==> src/rtl/sha_mem_arbiter_pkg.sv <==
// Shared types, widths and the round-robin helper for the SHA engine memory arbiter.
package sha_pkg;

   localparam int ADDR_W  = 16;
   localparam int DATA_W  = 32;
   localparam int MAX_REQ = 8;

   typedef enum logic [1:0] {IDLE, GRANT, DRAIN} arb_state_e;

   // One-hot pick of the first set bit among the low n bits, searching upward from last+1 with wrap.
   function automatic logic [MAX_REQ-1:0] rr_pick(input logic [MAX_REQ-1:0] req,
                                                 input logic [2:0]         last,
                                                 input int                 n);
      logic [MAX_REQ-1:0] pick;
      logic               found;
      logic [2:0]         idx;
      pick  = '0;
      found = 1'b0;
      for (int k = 1; k <= MAX_REQ; k++) begin
         idx = 3'((int'(last) + k) % n);
         if (!found && (k <= n) && req[idx]) begin
            pick[idx] = 1'b1;
            found     = 1'b1;
         end
      end
      return pick;
   endfunction

endpackage

==> src/rtl/sha_mem_arbiter_rr_select.sv <==
// Combinational round-robin priority picker; also intended for the nonce dispatcher.
module rr_select
   import sha_pkg::*;
#(
   parameter int N = 4
) (
   input  logic [N-1:0]         req,
   input  logic [$clog2(N)-1:0] last,
   output logic [N-1:0]         pick
);

   logic [MAX_REQ-1:0] pickWide;
   logic               unusedPickHi;

   always_comb begin
      pickWide = rr_pick(MAX_REQ'(req), 3'(last), N);
   end

   assign pick         = pickWide[N-1:0];
   assign unusedPickHi = |pickWide;

endmodule

==> src/rtl/sha_mem_arbiter.sv <==
// Round-robin arbiter sharing one synchronous memory port among NUM_REQ SHA engines,
// with registered read data returned to the engine that issued the read.
module sha_mem_arbiter
   import sha_pkg::*;
#(
   parameter int NUM_REQ   = 4,
   parameter int MAX_BURST = 32
) (
   input  logic                      clk,
   input  logic                      reset,
   input  logic [NUM_REQ-1:0]        req,
   input  logic [NUM_REQ-1:0]        req_we,
   input  logic [ADDR_W*NUM_REQ-1:0] req_addr,
   input  logic [DATA_W*NUM_REQ-1:0] req_wdata,
   output logic [NUM_REQ-1:0]        gnt,
   output logic [DATA_W-1:0]         rd_data,
   output logic [NUM_REQ-1:0]        rd_valid,
   output logic                      mem_clk,
   output logic                      mem_we,
   output logic [ADDR_W-1:0]         mem_addr,
   output logic [DATA_W-1:0]         mem_write_data,
   input  logic [DATA_W-1:0]         mem_read_data,
   output logic                      busy
);

   localparam int LW = $clog2(NUM_REQ);
   localparam int BW = $clog2(MAX_BURST + 1);

   arb_state_e         state_q;
   logic [NUM_REQ-1:0] gnt_q;
   logic [LW-1:0]      owner_q;
   logic [LW-1:0]      last_q;
   logic [BW-1:0]      burst_q;
   logic [NUM_REQ-1:0] rdPend_q;
   logic [NUM_REQ-1:0] rdValid_q;
   logic [DATA_W-1:0]  rdData_q;
   logic [ADDR_W-1:0]  addrHold_q;
   logic [DATA_W-1:0]  wdataHold_q;

   logic [LW-1:0]      pickLast;
   logic [NUM_REQ-1:0] pick;
   logic [LW-1:0]      pickIdx;
   logic               granted;
   logic               ownerReq;
   logic               ownerWe;
   logic [ADDR_W-1:0]  ownerAddr;
   logic [DATA_W-1:0]  ownerWdata;

   // In DRAIN the owner that just finished becomes the rotation origin in the same cycle.
   assign pickLast = (state_q == DRAIN) ? owner_q : last_q;

   rr_select #(.N(NUM_REQ)) u_rr_select (
      .req  (req),
      .last (pickLast),
      .pick (pick)
   );

   always_comb begin
      pickIdx = '0;
      for (int i = 0; i < NUM_REQ; i++) begin
         if (pick[i]) pickIdx = LW'(i);
      end
   end

   always_comb begin
      ownerReq   = 1'b0;
      ownerWe    = 1'b0;
      ownerAddr  = '0;
      ownerWdata = '0;
      for (int i = 0; i < NUM_REQ; i++) begin
         if (owner_q == LW'(i)) begin
            ownerReq   = req[i];
            ownerWe    = req_we[i];
            ownerAddr  = req_addr[ADDR_W*i +: ADDR_W];
            ownerWdata = req_wdata[DATA_W*i +: DATA_W];
         end
      end
   end

   assign granted        = |gnt_q;
   assign mem_clk        = clk;
   assign mem_we         = granted & ownerWe;
   assign mem_addr       = granted ? ownerAddr  : addrHold_q;
   assign mem_write_data = granted ? ownerWdata : wdataHold_q;
   assign gnt            = gnt_q;
   assign rd_valid       = rdValid_q;
   assign rd_data        = rdData_q;
   assign busy           = (state_q != IDLE);

   always_ff @(posedge clk or posedge reset) begin
      if (reset) begin
         state_q <= IDLE;
         gnt_q   <= '0;
         owner_q <= '0;
         last_q  <= LW'(NUM_REQ - 1);
         burst_q <= '0;
      end else begin
         case (state_q)
            IDLE: begin
               if (|req) begin
                  gnt_q   <= pick;
                  owner_q <= pickIdx;
                  burst_q <= BW'(1);
                  state_q <= GRANT;
               end
            end
            GRANT: begin
               if (!ownerReq) begin
                  gnt_q   <= '0;
                  state_q <= DRAIN;
               end else if (burst_q == BW'(MAX_BURST)) begin
                  // Forced hand-off only under contention; a lone requester keeps the port.
                  if (|(req & ~gnt_q)) begin
                     gnt_q   <= '0;
                     state_q <= DRAIN;
                  end
               end else begin
                  burst_q <= burst_q + 1'b1;
               end
            end
            DRAIN: begin
               last_q <= owner_q;
               if (|req) begin
                  gnt_q   <= pick;
                  owner_q <= pickIdx;
                  burst_q <= BW'(1);
                  state_q <= GRANT;
               end else begin
                  burst_q <= '0;
                  state_q <= IDLE;
               end
            end
            default: state_q <= IDLE;
         endcase
      end
   end

   // A cycle where the owner has already dropped req is its release, not a read.
   always_ff @(posedge clk or posedge reset) begin
      if (reset) begin
         rdPend_q    <= '0;
         rdValid_q   <= '0;
         rdData_q    <= '0;
         addrHold_q  <= '0;
         wdataHold_q <= '0;
      end else begin
         rdPend_q  <= (granted && ownerReq && !ownerWe) ? gnt_q : '0;
         rdValid_q <= rdPend_q;
         if (|rdPend_q) rdData_q <= mem_read_data;
         if (granted) begin
            addrHold_q  <= ownerAddr;
            wdataHold_q <= ownerWdata;
         end
      end
   end

endmodule
==> config.mk <==
export PLATFORM = sky130hd
export DESIGN_NAME = sha_mem_arbiter
export DESIGN_NICKNAME = d
export VERILOG_FILES = /design/src/rtl/sha_mem_arbiter_pkg.sv /design/src/rtl/sha_mem_arbiter_rr_select.sv /design/src/rtl/sha_mem_arbiter.sv
export SDC_FILE = /design/constraint.sdc
export NUM_CORES = 1
export LEC_CHECK = 0
export ABC_AREA = 1
export BUFFER_PORTS_ARGS = -buffer_cell sky130_fd_sc_hd__buf_2
export CAP_MARGIN = 20
export CORE_MARGIN = 3
export CORE_UTILIZATION = 40
export CTS_BUF_LIST = sky130_fd_sc_hd__clkbuf_4 sky130_fd_sc_hd__clkbuf_8
export CTS_CLUSTER_DIAMETER = 80
export DETAILED_ROUTE_END_ITERATION = 8
export PLACE_DENSITY = 0.79
export SLEW_MARGIN = 20
export SYNTH_ARGS = -nofsm -noshare
export SYNTH_HDL_FRONTEND = slang
export SYNTH_SLANG_ARGS = --single-unit
==> constraint.sdc <==
create_clock -name clk -period 2.9 [get_ports clk]
set_input_delay 0.29 -clock clk [delete_from_list [all_inputs] [get_ports clk]]
set_output_delay 0.29 -clock clk [all_outputs]
set_load 0.05 [all_outputs]
==> results.toml, run 1 <==
[detailed_routing]
ant_nets = 0
detailroute.wirelength.met3_mm = 1.79
m1WireLength_mm = 8.16
met2_wire_len_mm = 10.3
top_signal_layer_used = "met5"
num_vias = 6414
firstDrtPassIters = 6
detail_route.wl_per_cell_um = 16.8
wl_mm = 20.7
vias_per_cell = 5.20
route.detailed.drc = 0
detail_route.iter0.violations = 379

[placed_design]
finalWeightedCongestion = 0.899
pre_cts_slack_ns = 0.312
dpl.hpwl_mm = 15.8
placement.io_buffers = 324
post-place-cells = 1199

[cells_and_area]
layout.nets = 1297
antenna_cells_inserted = 0
layout.cells.non_filler = 1234
layout-drive-gt1-share_pct = 40.2
final.fill_count = 1272
area_growth_syn_to_layout_pct = 39.1
finish.utilization_pct = 57.7

[die]
die_area_sq_mm = 0.0161
die_width_um = 127
io_pins = 325
core_region_area_sq_mm = 0.0141
placementRows = 43
die_h_um = 127
floorplan.initialDensity_pct = 41.5

[setup_path]
timing.critical_path.to_type = "output port"
worst-path-buf-inv = 4
timing.critical_path.slowest_cell_delay_ns = 0.37
critPathRequiredTime_ns = 2.61
rr_endpoint = "owner_q[0]$_DFFE_PP0P_"
timing.reg2reg.setup_slack_ns = 0.28
crit_path_top_delay_cell = "sky130_fd_sc_hd__dfrtp_1"
critical_path_peak_fanout = 29
crit_path_cell_trace = "buf_4 -> nand2_1 -> inv_1 -> buf_4 -> a221oi_1 -> o21ai_0 -> buf_2"
cp_common_cell = "sky130_fd_sc_hd__buf_4"
worstReg2RegStart = "state_q[0]$_DFFE_PP0P_"
reg2regPathDepth = 15
crit_family = "buffers and inverters"
critical_path_depth = 7
data_arrival_time_of_the_critical_path_ns = 2.43
timing.setup.critical_path_class = "flop to output port"
timing.critical_path.from_type = "flop"

[hold_path]
timing.hold.worst_endpoint = "rd_data[17]$_DFFE_PP0P_"
worst_hold_path.num_cells = 2
holdCritPathClass = "input port to flop"
min-delay-start = "mem_read_data[17]"

[cts]
clkTransAtPathRegs_ns = 0.11
clkLatencyLatePin_ns = 0.49
tritoncts_clock_tree = "yes"

[power_and_ir_drop]
p_int_mw = 4.67
power.static_leakage_nw = 4.30
power_switching_mw = 6.96
vdd_drop_max_uv = 820
combPwrFrac_pct = 70.5
power.total_mw = 11.6
power.share.clock_pct = 9.2
power_switching_share_pct = 59.8
ratio_of_total_power_to_cell_area_mw_per_mm2 = 1430
seq_power_share_pct = 20.3

[synth]
postSynthCellCount = 719
synthesized_net_count = 967
synth_cell_types = 34
syn_area_per_cell_sq_um = 8.13
yosysWarningCount = 0
postSynthRegisterBits = 104
yosysSeqAreaShare_pct = 44.6
netlist_area_sq_mm = 0.00584

[timing]
period_share_pct = 93.9
max_slew.worst_pin.slew_ns = 0.929
finalWorstPathRequiredPeriod_ns = 2.72
slew_headroom_pct = 37.9
finalSetupViolations = 0
final_hold_vios = 0
fmax_mhz = 367
finalWorstSetupSlack_ns = 0.176
fin_tns_setup_ns = 0
skew_ns = 0.0101
report.final.slew_viol_count = 0

[flow_run]
max-cap-violations = 0

[global_routing]
vias_in_the_first_global_route = 6007
gr-total-overflow = 0
grt_max_degree = 46
grt_first_pass_wirelength_mm = 31.4
groute.usage.overall_pct = 24.9
grt_antenna_before_repair = 3

[outcome]
status = "completed"
==> routing by layer <==
layer	vias to the layer above	track usage [%]
met5	-	0
met2	319	41.7
met3	44	6.78
met4	4	9.46
li1	3084	-
met1	2963	30.5
==> per-stage QoR <==
stage,instance area [sq um],hold slack (ns)
final,8130,0.0297
after global routing,8130,0.000371
after CTS,8020,0.000863
after detailed placement,7720,0.366
after global placement,7720,0.359
after floorplan,5850,0.354
==> synth_stat cells, drive strengths merged <==
master | instances | area [sq um]
dfstp | 2 | 52.6
nand2 | 202 | 835
a221oi | 2 | 17.5
o21ai | 102 | 510
mux2 | 32 | 360
ha | 14 | 175
buf | 16 | 85.1
nand4 | 4 | 25.0
nor4 | 1 | 12.5
xor2 | 2 | 17.5
dfrtp | 102 | 2550
clkbuf | 24 | 90.1
o22ai | 2 | 12.5
nand3b | 1 | 7.51
a21oi | 29 | 156
xnor2 | 1 | 8.76
nand3 | 121 | 651
inv | 36 | 140
nor2 | 23 | 110
nor3b | 1 | 7.51
o21bai | 1 | 7.51
o221ai | 1 | 8.76
==> power groups by stage <==
stage | Combinational, mW | Sequential, mW | Clock [mW]
after floorplan | 5.22 | 3.20 | 0.0743
after global placement | 8.05 | 2.36 | 0.0658
after detailed placement | 8.14 | 2.39 | 0.0658
after CTS | 8.17 | 2.36 | 1.11
after global routing | 8.83 | 2.43 | 1.17
final | 8.20 | 2.36 | 1.07
==> how the worst max path moves through the flow <==
stage                            from                     end  slack [ns]
3_5_place_dp   state_q[0]$_DFFE_PP0P_  owner_q[0]$_DFFE_PP0P_        0.31
2_1_floorplan  owner_q[0]$_DFFE_PP0P_      mem_write_data[12]        0.24
4_1_cts        owner_q[1]$_DFFE_PP0P_      mem_write_data[17]        0.09
5_1_grt        owner_q[0]$_DFFE_PP0P_      mem_write_data[25]      -0.003
3_3_place_gp   state_q[0]$_DFFE_PP0P_  owner_q[0]$_DFFE_PP0P_        0.46
6_report       owner_q[1]$_DFFE_PP0P_            mem_addr[10]        0.18
==> final cells by class <==
cell class                 instances  area (sq um)  area share [%]
clock buffer                      13           170            2.09
timing repair buffer             355          1970            24.2
multi-input combinational        539          2940            36.2
sequential                       104          2610            32.1
inverter                          36           144            1.77
clock inverter                     7          76.3           0.939
tap                              180           225            2.77
==> flip-flops by register name, summed over array words and instances, names as in the netlist, 4 cells and up <==
| register | flops |
|---|---|
| rd_data | 32 |
| wdataHold_q | 32 |
| burst_q | 6 |
| addrHold_q | 16 |
| gnt | 4 |
| rdPend_q | 4 |
| rd_valid | 4 |
==> cells by family after synthesis <==
family	Yosys count	synth area share, %
buffers and inverters	76	5.40
DFF	104	44.6
AOI/OAI and AO/OA	137	12.2
muxes	32	6.17
adders and majority gates	14	3.00
xor gates and xnor gates	3	0.450
and+or+nand+nor	353	28.2
==> what timing repair did <==
item | 4_1_cts | 5_1_grt
resized for setup | 0 | 5
setup buffers | 0 | 0
endpoints found under the hold margin | 16 | 10
hold buffers | 6 | 10
endpoints found under the setup margin | 0 | 15
==> cells in the final DEF, fill, tap and decap left out, drive strengths merged <==
cell	netlist	final
o21ai	102	102
mux2	32	32
o221ai	1	1
nor4	1	1
nand2	202	202
nand4	4	4
nor3b	1	1
buf	16	338
dfstp	2	2
o22ai	2	2
xnor2	1	1
clkbuf	24	14
dlygate4sd3	0	16
a221oi	2	2
dfrtp	102	102
a21oi	29	29
o21bai	1	1
clkinv	0	5
clkinvlp	0	2
nor2	23	23
nand3	121	121
inv	36	36
nand3b	1	1
xor2	2	2
ha	14	14
(Power assumes the default switching activity.)
==> inputs of run 2 (changes only) <==
--- a/config.mk
+++ b/config.mk
@@ -17,4 +17,5 @@
 export SLEW_MARGIN = 20
 export SYNTH_ARGS = -nofsm -noshare
 export SYNTH_HDL_FRONTEND = slang
+export SYNTH_HIERARCHICAL = 1
 export SYNTH_SLANG_ARGS = --single-unit
==> results.toml, run 2 <==
[timing]
period_share_pct = 93.0
fmax_mhz = 371
finalSetupViolations = 0
finalWorstPathRequiredPeriod_ns = 2.70
fin_tns_setup_ns = 0
timing.hold.ws_ns = 0.0373
slew_headroom_pct = 60.8
max_slew.worst_pin.slew_ns = 0.589
skew_ns = 0.00888
final_hold_vios = 0
setup_repair_after_global_routing_missed_its_margin = "no"
report.final.slew_viol_count = 0

[synth]
yosys.area.top_type_share_pct = 44.1
ys_dominant_reg_cell = "sky130_fd_sc_hd__dfrtp_1"
yosysWarningCount = 6
yosys-top-cells-count = "209 x sky130_fd_sc_hd__nand2_1, 102 x sky130_fd_sc_hd__dfrtp_1, 88 x sky130_fd_sc_hd__nand3_1, 48 x sky130_fd_sc_hd__o21ai_0, 43 x sky130_fd_sc_hd__nor2_1"
synthesized_net_count = 978
synthMostInstantiatedCell = "sky130_fd_sc_hd__nand2_1"
number_of_enable_type_register_cells_in_the_synthesized_netlist = 0
syn_area_per_cell_sq_um = 7.93
postSynthCellCount = 730
synth_async_sr_flop_share_pct = 100
yosysSeqAreaShare_pct = 45.0
synth_top_area_cell = "sky130_fd_sc_hd__dfrtp_1"
netlist_area_sq_mm = 0.00579
synth_cell_types = 30
postSynthRegisterBits = 104
synth_top_cells_by_area = "sky130_fd_sc_hd__dfrtp_1 44%, sky130_fd_sc_hd__nand2_1 14%, sky130_fd_sc_hd__nand3_1 7.6%, sky130_fd_sc_hd__mux2_2 6.2%, sky130_fd_sc_hd__o21ai_0 4.2%"

[die]
die_width_um = 126
die_h_um = 126
io_pins = 325
floorplan.initialDensity_pct = 41.2
placementRows = 43
die_area_sq_mm = 0.0159
core_region_area_sq_mm = 0.0140

[cts]
clkTransAtPathRegs_ns = 0.10
clkLatencyLatePin_ns = 0.47
tritoncts_clock_tree = "yes"

[detailed_routing]
route.detailed.drc = 0
detail_route.wl_per_cell_um = 15.8
num_vias = 6265
firstDrtPassIters = 5
wl_mm = 19.5
vias_per_cell = 5.09
detail_route.iter0.violations = 748
ant_nets = 0

[setup_path]
data_arrival_time_of_the_critical_path_ns = 2.41
critPathRequiredTime_ns = 2.61
timing.reg2reg.setup_slack_ns = 0.30
timing.critical_path.to = "mem_addr[6]"
timing.critical_path.to_type = "output port"
launching_element_of_the_worst_setup_path = "owner_q[1]$_DFFE_PP0P_"
timing.setup.critical_path_class = "flop to output port"
reg2regPathDepth = 17
worstReg2RegStart = "state_q[0]$_DFFE_PP0P_"
rr_endpoint = "gnt[3]$_DFFE_PP0P_"
timing.critical_path.from_type = "flop"
critical_path_peak_fanout = 23

[global_routing]
grt_first_pass_wirelength_mm = 29.7
gr-total-overflow = 0
groute.usage.overall_pct = 23.5
grt_max_degree = 105
vias_in_the_first_global_route = 5668
grt_antenna_before_repair = 2

[cells_and_area]
mostFrequentLayoutCells = "323 x sky130_fd_sc_hd__buf_2, 209 x sky130_fd_sc_hd__nand2_1, 101 x sky130_fd_sc_hd__dfrtp_1"
mostFrequentLayoutCell = "sky130_fd_sc_hd__buf_2"
area_growth_syn_to_layout_pct = 35.8
layout.nets = 1292
finish.utilization_pct = 56.0
layout-drive-gt1-share_pct = 39.4

[hold_path]
holdCritPathClass = "input port to flop"
worst_hold_path.num_cells = 2

[outcome]
status = "completed"

[placed_design]
dpl.hpwl_mm = 14.8
finalWeightedCongestion = 0.966
placement.io_buffers = 324

[flow_run]
max-cap-violations = 0
-- run 2: layer usage --
layer	part of all wire [%]	vias up	GRT usage [%]	wire length (um)
met1	41	2883	30.4	8060
met3	7.0	30	6.32	1370
met4	1.7	0	5.93	334
met2	50	286	39.5	9680
met5	0	-	0	0
li1	-	3066	-	-
-- run 2: cell families (layout without fill, tap and decap cells) --
| group | count (synthesis) | count (layout) | share of synthesized area [%] |
|---|---|---|---|
| multiplexers | 32 | 32 | 6.23 |
| AND/OR/NAND/NOR | 361 | 361 | 26.9 |
| adder cells (fa/ha/maj) | 14 | 14 | 3.03 |
| other | 0 | 3 | 0 |
| buffers and inverters | 82 | 400 | 6.36 |
| AO/OA/AOI/OAI | 137 | 137 | 12.5 |
| flip-flops | 104 | 104 | 45.0 |
-- run 2: worst max-delay path: stages, from the launching register on --
cell                      delay, ns
sky130_fd_sc_hd__dfrtp_1       0.38
sky130_fd_sc_hd__inv_2         0.12
sky130_fd_sc_hd__buf_4         0.24
sky130_fd_sc_hd__nor2_4        0.11
sky130_fd_sc_hd__buf_4         0.28
sky130_fd_sc_hd__nand2_1       0.08
sky130_fd_sc_hd__nand3_1       0.07
sky130_fd_sc_hd__o21ai_0       0.12
sky130_fd_sc_hd__o21ai_1       0.19
sky130_fd_sc_hd__buf_2         0.31
-- run 2: cell type report --
class                           count  area (sq um)
Antenna cell                        3          7.51
Tap cell                          180           225
Clock buffer                       13           170
Fill cell                        1354          6180
Sequential cell                   104          2610
Clock inverter                      6           100
Timing Repair Buffer              339          1770
Multi-Input combinational cell    544          2820
Inverter                           42           163
-- run 2: worst min path at each step --
stage	from	slack, ns	endpoint
final	mem_read_data[28]	0.04	rd_data[28]$_DFFE_PP0P_
after detailed placement	rdPend_q[1]$_DFF_PP0_	0.36	rd_valid[1]$_DFF_PP0_
after floorplan	rdPend_q[0]$_DFF_PP0_	0.35	rd_valid[0]$_DFF_PP0_
after global routing	mem_read_data[3]	0.005	rd_data[3]$_DFFE_PP0P_
after CTS	mem_read_data[28]	0.005	rd_data[28]$_DFFE_PP0P_
after global placement	rdPend_q[3]$_DFF_PP0_	0.36	rd_valid[3]$_DFF_PP0_
-- run 2: timing repair --
action,CTS,global route
hold buffers,1,1
gates resized for setup,0,2
setup buffers,0,0
hold endpoints to repair,102,1
setup endpoints to repair,0,4
-- run 2: stage by stage --
stage                     setup WS, ns  instance area, sq um  cells
after floorplan                 0.0959                  5790    730
after global placement           0.445                  7560   1208
after detailed placement         0.343                  7560   1208
after CTS                        0.185                  7840   1227
after global routing            0.0146                  7860   1230
final                            0.203                  7860   1231
Power of run 2 is not shown: default switching activity piles up to over one toggle a cycle in this logic, so the estimate is an artifact.
